--- config.mk ---
export PLATFORM = sky130hd
export DESIGN_NAME = mmio_timer_flat
export DESIGN_NICKNAME = d
export VERILOG_FILES = /design/src/rtl/mmio_timer_if.sv /design/src/rtl/mmio_timer.sv /design/src/flat_wrapper.sv
export SDC_FILE = /design/constraint.sdc
export NUM_CORES = 1
export LEC_CHECK = 0
export ABC_CLOCK_PERIOD_IN_PS = 2760
export CAP_MARGIN = 20
export CORE_MARGIN = 10
export CORE_UTILIZATION = 45
export DETAILED_ROUTE_END_ITERATION = 7
export HOLD_SLACK_MARGIN = 0.06
export PLACE_DENSITY = 0.74
export SLEW_MARGIN = 25
export SYNTH_ARGS = -nofsm -noshare
export SYNTH_HDL_FRONTEND = slang
export SYNTH_SLANG_ARGS = --single-unit
export TNS_END_PERCENT = 50
--- constraint.sdc ---
create_clock -name clk -period 2.76 [get_ports clk]
set_input_delay 0.552 -clock clk [delete_from_list [all_inputs] [get_ports clk]]
set_output_delay 0.552 -clock clk [all_outputs]
set_load 0.1 [all_outputs]
--- src/rtl/mmio_timer_if.sv ---
// Bus bundle for the memory-mapped timer: the same signals the CPU presents
// to data_ram (chip enable, write enable, byte address, byte lanes, write
// data) plus the combinational read data returned by the peripheral.
interface mmio_timer_if;
    logic        ce;
    logic        we;
    logic [31:0] addr;
    logic [3:0]  sel;
    logic [31:0] data_i;
    logic [31:0] data_o;

    modport master (
        output ce, we, addr, sel, data_i,
        input  data_o
    );

    modport slave (
        input  ce, we, addr, sel, data_i,
        output data_o
    );
endinterface

--- src/rtl/mmio_timer.sv ---
// 32-bit timer/compare peripheral on the data-RAM bus.
// Four registers selected by addr[3:2]: CTRL, COUNT, COMPARE, STATUS.
// A prescaler divides the clock into ticks; each tick advances COUNT and
// compares it against COMPARE, raising MATCH (and irq_o when IE is set).
module mmio_timer #(
    parameter int          PRESCALE_W  = 8,
    parameter logic [31:0] COMPARE_RST = 32'hFFFF_FFFF
) (
    input  logic         clk,
    input  logic         rst,
    mmio_timer_if.slave  bus,
    output logic         irq_o
);

    localparam logic [1:0] REG_CTRL    = 2'd0;
    localparam logic [1:0] REG_COUNT   = 2'd1;
    localparam logic [1:0] REG_COMPARE = 2'd2;
    localparam logic [1:0] REG_STATUS  = 2'd3;

    localparam logic [PRESCALE_W-1:0] PCNT_ONE = 1;

    // Architectural state
    logic                  en_reg, en_next;
    logic                  ar_reg, ar_next;
    logic                  ie_reg, ie_next;
    logic [PRESCALE_W-1:0] presc_reg, presc_next;
    logic [PRESCALE_W-1:0] pcnt_reg, pcnt_next;
    logic [31:0]           count_reg, count_next;
    logic [31:0]           compare_reg, compare_next;
    logic                  match_reg, match_next;

    // Bus decode
    logic        wr_en;
    logic        rd_en;
    logic [1:0]  reg_idx;
    logic        wr_ctrl;
    logic        wr_count;
    logic        wr_compare;
    logic        wr_status;
    logic [31:0] wr_mask;

    // Register views and merged write values
    logic [31:0] ctrl_word;
    logic [31:0] ctrl_wr_word;
    logic [31:0] count_wr_word;
    logic [31:0] compare_wr_word;

    // Timer events
    logic tick;
    logic hit;

    assign wr_en      = bus.ce & bus.we;
    assign rd_en      = bus.ce & ~bus.we;
    assign reg_idx    = bus.addr[3:2];
    assign wr_ctrl    = wr_en && (reg_idx == REG_CTRL);
    assign wr_count   = wr_en && (reg_idx == REG_COUNT);
    assign wr_compare = wr_en && (reg_idx == REG_COMPARE);
    assign wr_status  = wr_en && (reg_idx == REG_STATUS);

    // Expand each byte-lane enable into a bit mask over its byte.
    generate
        for (genvar gi = 0; gi < 4; gi++) begin : g_lane
            assign wr_mask[gi*8 +: 8] = {8{bus.sel[gi]}};
        end
    endgenerate

    // CTRL as seen by software; unimplemented bits read zero.
    always_comb begin
        ctrl_word                     = '0;
        ctrl_word[0]                  = en_reg;
        ctrl_word[1]                  = ar_reg;
        ctrl_word[2]                  = ie_reg;
        ctrl_word[8 +: PRESCALE_W]    = presc_reg;
    end

    assign ctrl_wr_word    = (ctrl_word   & ~wr_mask) | (bus.data_i & wr_mask);
    assign count_wr_word   = (count_reg   & ~wr_mask) | (bus.data_i & wr_mask);
    assign compare_wr_word = (compare_reg & ~wr_mask) | (bus.data_i & wr_mask);

    // A tick fires when the running prescaler reaches the programmed divide.
    // The compare always uses the pre-edge COMPARE, so a same-cycle COMPARE
    // write does not affect this tick.
    assign tick = en_reg && (pcnt_reg == presc_reg);
    assign hit  = tick && (count_reg == compare_reg);

    // Next-state logic for all registers, bus writes taking priority over ticks.
    always_comb begin
        en_next      = en_reg;
        ar_next      = ar_reg;
        ie_next      = ie_reg;
        presc_next   = presc_reg;
        pcnt_next    = pcnt_reg;
        count_next   = count_reg;
        compare_next = compare_reg;
        match_next   = match_reg;

        if (wr_ctrl) begin
            en_next    = ctrl_wr_word[0];
            ar_next    = ctrl_wr_word[1];
            ie_next    = ctrl_wr_word[2];
            presc_next = ctrl_wr_word[8 +: PRESCALE_W];
        end

        // Prescaler runs only while enabled; disabling through CTRL zeroes it
        // at the same edge, while a PRESC change leaves the count alone.
        if (!en_reg || tick) begin
            pcnt_next = '0;
        end else begin
            pcnt_next = pcnt_reg + PCNT_ONE;
        end
        if (wr_ctrl && !ctrl_wr_word[0]) begin
            pcnt_next = '0;
        end

        // A COUNT write discards both the tick increment and its match.
        if (wr_count) begin
            count_next = count_wr_word;
        end else if (tick) begin
            if (hit && ar_reg) begin
                count_next = '0;
            end else begin
                count_next = count_reg + 32'd1;
            end
        end

        if (wr_compare) begin
            compare_next = compare_wr_word;
        end

        // Setting MATCH beats a simultaneous write-1-to-clear.
        if (hit && !wr_count) begin
            match_next = 1'b1;
        end else if (wr_status && bus.sel[0] && bus.data_i[0]) begin
            match_next = 1'b0;
        end
    end

    // State registers with asynchronous reset.
    always_ff @(posedge clk or posedge rst) begin
        if (rst) begin
            en_reg      <= 1'b0;
            ar_reg      <= 1'b0;
            ie_reg      <= 1'b0;
            presc_reg   <= '0;
            pcnt_reg    <= '0;
            count_reg   <= '0;
            compare_reg <= COMPARE_RST;
            match_reg   <= 1'b0;
        end else begin
            en_reg      <= en_next;
            ar_reg      <= ar_next;
            ie_reg      <= ie_next;
            presc_reg   <= presc_next;
            pcnt_reg    <= pcnt_next;
            count_reg   <= count_next;
            compare_reg <= compare_next;
            match_reg   <= match_next;
        end
    end

    // Combinational read mux; idle or write cycles return zero.
    always_comb begin
        bus.data_o = '0;
        if (rd_en) begin
            case (reg_idx)
                REG_CTRL:    bus.data_o = ctrl_word;
                REG_COUNT:   bus.data_o = count_reg;
                REG_COMPARE: bus.data_o = compare_reg;
                default:     bus.data_o = {31'b0, match_reg};
            endcase
        end
    end

    assign irq_o = match_reg & ie_reg;

    // Address bits outside [3:2] and the non-field CTRL write bits are
    // intentionally ignored.
    logic unused_bits;
    assign unused_bits = ^{bus.addr[31:4], bus.addr[1:0], ctrl_wr_word};

endmodule

--- src/flat_wrapper.sv ---
// flat-port wrapper written by rule: the top's interface ports become plain ports
module mmio_timer_flat 
#(
    parameter int          PRESCALE_W  = 8,
    parameter logic [31:0] COMPARE_RST = 32'hFFFF_FFFF
)
  (clk, rst, irq_o, bus_ce, bus_we, bus_addr, bus_sel, bus_data_i, bus_data_o);
  mmio_timer_if bus_i ();
  input  logic clk;
  input  logic rst;
  output logic irq_o;
  input wire logic [$bits(bus_i.ce)-1:0] bus_ce;
  input wire logic [$bits(bus_i.we)-1:0] bus_we;
  input wire logic [$bits(bus_i.addr)-1:0] bus_addr;
  input wire logic [$bits(bus_i.sel)-1:0] bus_sel;
  input wire logic [$bits(bus_i.data_i)-1:0] bus_data_i;
  output wire logic [$bits(bus_i.data_o)-1:0] bus_data_o;
  assign bus_i.ce = bus_ce;
  assign bus_i.we = bus_we;
  assign bus_i.addr = bus_addr;
  assign bus_i.sel = bus_sel;
  assign bus_i.data_i = bus_data_i;
  assign bus_data_o = bus_i.data_o;
  mmio_timer #(.PRESCALE_W(PRESCALE_W), .COMPARE_RST(COMPARE_RST)) u_core (.clk(clk), .rst(rst), .bus(bus_i), .irq_o(irq_o));
endmodule
== Word-level counts from Yosys, hierarchy flattened ==
Cells that the tools add are included.

* Add/subtract/negate cells: 2
* Eq/ne operators: 5
* Muxes and demuxes: 9
* Bitwise operators: 12
* Reduce and logical (&&, ||, !) cells: 18

{| class="wikitable"
|+ Operator list
! kind !! count
|-
| $mux W32 || 4
|-
| $and A32 B32 Y32 || 3
|-
| $pmux W32 S3 || 1
|-
| $or A32 B32 Y32 || 2
|-
| $add A32 B1 Y32 const B || 1
|-
| $eq A32 B32 Y1 || 1
|-
| $not A32 Y32 || 1
|-
| $and A16 B16 Y16 || 1
|-
| $mux W8 || 2
|-
| $or A16 B16 Y16 || 1
|-
| $logic_and A1 B1 Y1 || 11
|-
| $add A8 B1 Y8 const B || 1
|-
| $eq A8 B8 Y1 || 1
|-
| $eq A2 B2 Y1 const B || 2
|-
| $reduce_bool A2 Y1 || 2
|-
| $and A1 B1 Y1 || 3
|-
| $logic_not A1 Y1 || 3
|-
| $eq A2 B1 Y1 const B || 1
|-
| $logic_not A2 Y1 || 1
|-
| $mux W1 || 2
|-
| $logic_or A1 B1 Y1 || 1
|-
| $not A1 Y1 || 1
|}

* Flip-flop bits (word level): 84
* Bits of input ports: 72
* Output and inout bits: 33
* Word-level logic and storage cells: 54

== Depth between registers and ports, before layout ==
* Word-level depth: 7
* Mapped depth: 9
* Gate-level depth less buffers: 7

== Worst setup path after synthesis ==
No wires, ideal clock.

* Path kind: input port to output port
* From: in bus_addr[3]
* To: out bus_data_o[9]
* Arrival time: 2.644 ns
* Required time: 2.208 ns
* Path slack: -0.436 ns
* Stages: 6
* Path buffers: 2
* Cells stage by stage: buf_4 clkbuf_1 mux2i_1 nor2_1 a21oi_1 nor2_1

* Cells in the longest elaborated chain, start to end: 3
* Elaborated cells between the ends (all ways): 5
* Classes of those cells: 2 x eq/ne; 2 x mux; 1 x reduce/logical

{| class="wikitable"
|+ Ends and longest elaborated chain
! what !! line !! text
|-
| start: declaration || flat_wrapper.sv:14 || <nowiki>input wire logic [$bits(bus_i.addr)-1:0] bus_addr;</nowiki>
|-
| $eq A2 B2 Y1 (tied with other cells) || mmio_timer.sv:165 || <nowiki>case (reg_idx)</nowiki>
|-
| $pmux W32 S3 * || mmio_timer.sv:165 ||
|-
| $mux W32 * || mmio_timer.sv:164 || <nowiki>if (rd_en) begin</nowiki>
|-
| end: declaration || flat_wrapper.sv:17 || <nowiki>output wire logic [$bits(bus_i.data_o)-1:0] bus_data_o;</nowiki>
|}

Every way passes the cells marked *; elsewhere a longest branch is shown, timed or not.

== Final worst setup path ==
* From: in bus_we
* To: out bus_data_o[0]

* Cells in the longest elaborated chain, start to end: 3

{| class="wikitable"
|+ Ends and longest elaborated chain
! what !! line !! text
|-
| start: declaration || flat_wrapper.sv:13 || <nowiki>input wire logic [$bits(bus_i.we)-1:0] bus_we;</nowiki>
|-
| $not A1 Y1 || mmio_timer.sv:53 || <nowiki>assign rd_en = bus.ce & ~bus.we;</nowiki>
|-
| $and A1 B1 Y1 || mmio_timer.sv:53 ||
|-
| $mux W32 || mmio_timer.sv:164 ||
|}

No other way between the ends.

==> metrics <==
Starting Density=0.461; fmax=0.376 GHz; Post-Syn Area=5260 sq um; ANT nets after route=0; first-pass GRT wire length=24800 microns; DRT Pass-1 Iters=5; hold-critical path depth=1; Worst Skew=0.0121 ns; Yosys cell types=42; post-synth net total=659; xor/xnor share of the synthesized area=0.0765; Layout Cells excl Fill=811; predominant post-synthesis flop cell=dfrtp_1; placed insts=790; leakage=2.86 nW; Simple-Gate Fraction of Synth Area=0.216; worst path bufs/invs=4; Die Area=16400 sq um; CTS tree=done; worst setup path class=in2out; Die Y=128 microns; compound-cell area share of the yosys netlist=0.131; gpl congestion=0.938; Finish-stage setup viols=0; Crit path required time=2.21 ns; initial antenna violation count=0; Clock Latency Late Sink=0.34 ns; worst setup margin=0.104 ns; layout cells sized above 1=0.283; share of flip-flops with an asynchronous set or reset=1.00; Vias/cell=6.09; clock slew at reported path FFs=0.05 ns; cell chain of the critical path=clkdlybuf4s50_1, buf_4, nand2b_2, buf_4, nor2b_1, buf_12; CP delay by family, top=buffers and inverters; Avg Synthesized Cell Area=9.00 sq um; WL final=16000 microns; row count=39; cts bufs inserted=9; RSZ-0062 raised after global routing=no; post-DP HPWL=11800 microns; Total Routing Usage GR=0.186; critical path's slowest cell=clkdlybuf4s50_1; Critical Path Max Stage Delay=0.43 ns; Hold Slack=0.521 ns; Reg2Reg Setup Slack=0.28 ns; main combinational cell family by area after synthesis=simple AND/OR/NAND/NOR gates; VDD IR max=0.000386 V; mux cell area share after synthesis=0.125; DR iter-0 viols=454; Max-Cap Viols=0; Max clock buf depth=2; remaining routing DRC violations=0; Final #Nets=737; vias in the first global route=4808; final global-route overflow total=0; fin crit period=2.66 ns; largest net degree at the start of global routing=31; Synth Warn #=0; cells after synthesis=585; Synth-to-Final Area Change=34.4%; number of H-tree levels=3; relative max-transition margin=0.537; Top cell by count, worst path=buf_4; crit path max fanout=24; Critical Path Source Type=input port; Final Hold Viols=0; number of synthesized flops with an enable pin=0; clk sinks=84; number of synthesized register bits=84; FF-to-FF path depth=8; num ports=105; I/O Buffers=74; adder and majority gate portion of the synthesized area=0.00475; CP endpoint kind=primary output; Final Cycle Share=0.962; Vias=4938; Worst Tran Pin Value=0.688 ns; Power Density=672 nW/um^2; setup TNS=0 ns; Critical Path AT=2.10 ns; CTS root buf=clkbuf_16; wire length per cell=19.7 microns; post-synthesis sequential area ratio=0.407; die width=128 microns; Hold Crit Class=reg2reg; run status=complete, no violations; pre-CTS setup slack=-0.119 ns; Final Max Slew Viols=0; diode count=0; core box area=11400 sq um
cell usage after synthesis, types with 22 or more instances:
cell type	instances	area, sq um
dfrtp_1	52	1300
clkbuf_1	41	154
a21oi_1	34	170
xnor2_1	41	359
a22oi_1	35	263
mux2_2	45	507
nand4_1	30	188
nor2_1	76	285
nand3_1	22	110
nor3_1	22	110
dfstp_2	32	841
nand2_1	31	116
what timing repair did:
item / 4_1_cts / 5_1_grt
hold buffers: 0 / 0
buffers inserted: 0 / 3
pin swaps: 0 / 2
gates resized for setup: 2 / 9
setup endpoints to repair: 21 / 13
gates cloned: 0 / 2
worst reg2reg max path: cells and delay by family (launching register included):
family | cells | cell delay [ns]
buf+inv | 2 | 0.41
simple gates | 4 | 0.98
flops | 1 | 0.48
xor+xnor | 1 | 0.38
compound gates | 1 | 0.10
power by group:
group	switching, W	internal (W)
sequential	0.000265	0.00152
combinational	0.000955	0.000784
clock	0.000483	0.000748
area by class of cell:
class                      instances  area (sq um)
fill                             948          4340
timing repair buffer             112          1440
sequential                        84          2140
clock buffer                      12           256
inverter                           9          35.0
clock inverter                     4          47.5
tap                              143           179
multi-input combinational        447          2980
layout by cell type (no fill, tap or decap), types with 3 or more instances in the layout:
cell / synthesis / final
nor4_1: 11 / 11
and2_1: 10 / 10
a21oi_1: 34 / 34
and3_1: 12 / 12
clkdlybuf4s50_1: 0 / 40
mux2i_1: 13 / 13
nand4_1: 30 / 30
clkbuf_16: 0 / 11
dfstp_2: 32 / 32
buf_4: 1 / 31
nand2_1: 31 / 31
o21ai_0: 21 / 21
nor2_1: 76 / 58
buf_12: 0 / 36
o211ai_1: 3 / 3
xor2_1: 5 / 5
dfrtp_1: 52 / 52
clkinv_2: 0 / 3
or4_1: 5 / 5
o22ai_1: 9 / 9
a22oi_1: 35 / 35
nand3_1: 22 / 22
nor3_1: 22 / 22
nor2_2: 0 / 18
xnor2_1: 41 / 41
mux2_2: 45 / 45
inv_1: 9 / 8
per-layer routing:
metal / global-route usage / wire, microns / vias up / part of all wire
met4: 0.0570 / 347 / 0 / 0.022
met2: 0.313 / 7730 / 231 / 0.48
met3: 0.0471 / 1330 / 32 / 0.083
li1: - / - / 2278 / -
met5: 0 / 0 / - / 0
met1: 0.228 / 6590 / 2397 / 0.41
how the worst max path moves through the flow:
stage	start	endpoint	slack [ns]	cells after the start
2_1_floorplan	bus_addr[3]	bus_data_o[23]	-0.39	6
3_3_place_gp	bus_addr[3]	flop	-0.07	7
3_5_place_dp	bus_addr[3]	flop	-0.12	7
4_1_cts	bus_addr[3]	bus_data_o[24]	0.009	7
5_1_grt	bus_addr[2]	bus_data_o[23]	0.06	7
6_report	bus_we	bus_data_o[0]	0.10	6
per-stage QoR:
step	total power [W]	utilization	area, sq um
2_1_floorplan	0.00294	-	5300
3_3_place_gp	0.00344	0.582	6650
3_5_place_dp	0.00350	0.582	6650
4_1_cts	0.00474	0.609	6960
5_1_grt	0.00500	0.620	7070
6_report	0.00476	0.620	7070
kinds of logic after synthesis:
kind of cell	after synthesis
fa+ha+maj	2
simple gates	230
flops	84
compound gates	110
buf+inv	54
xor+xnor	46
mux	59
No activity file was read; power rests on OpenSTA's default activity.
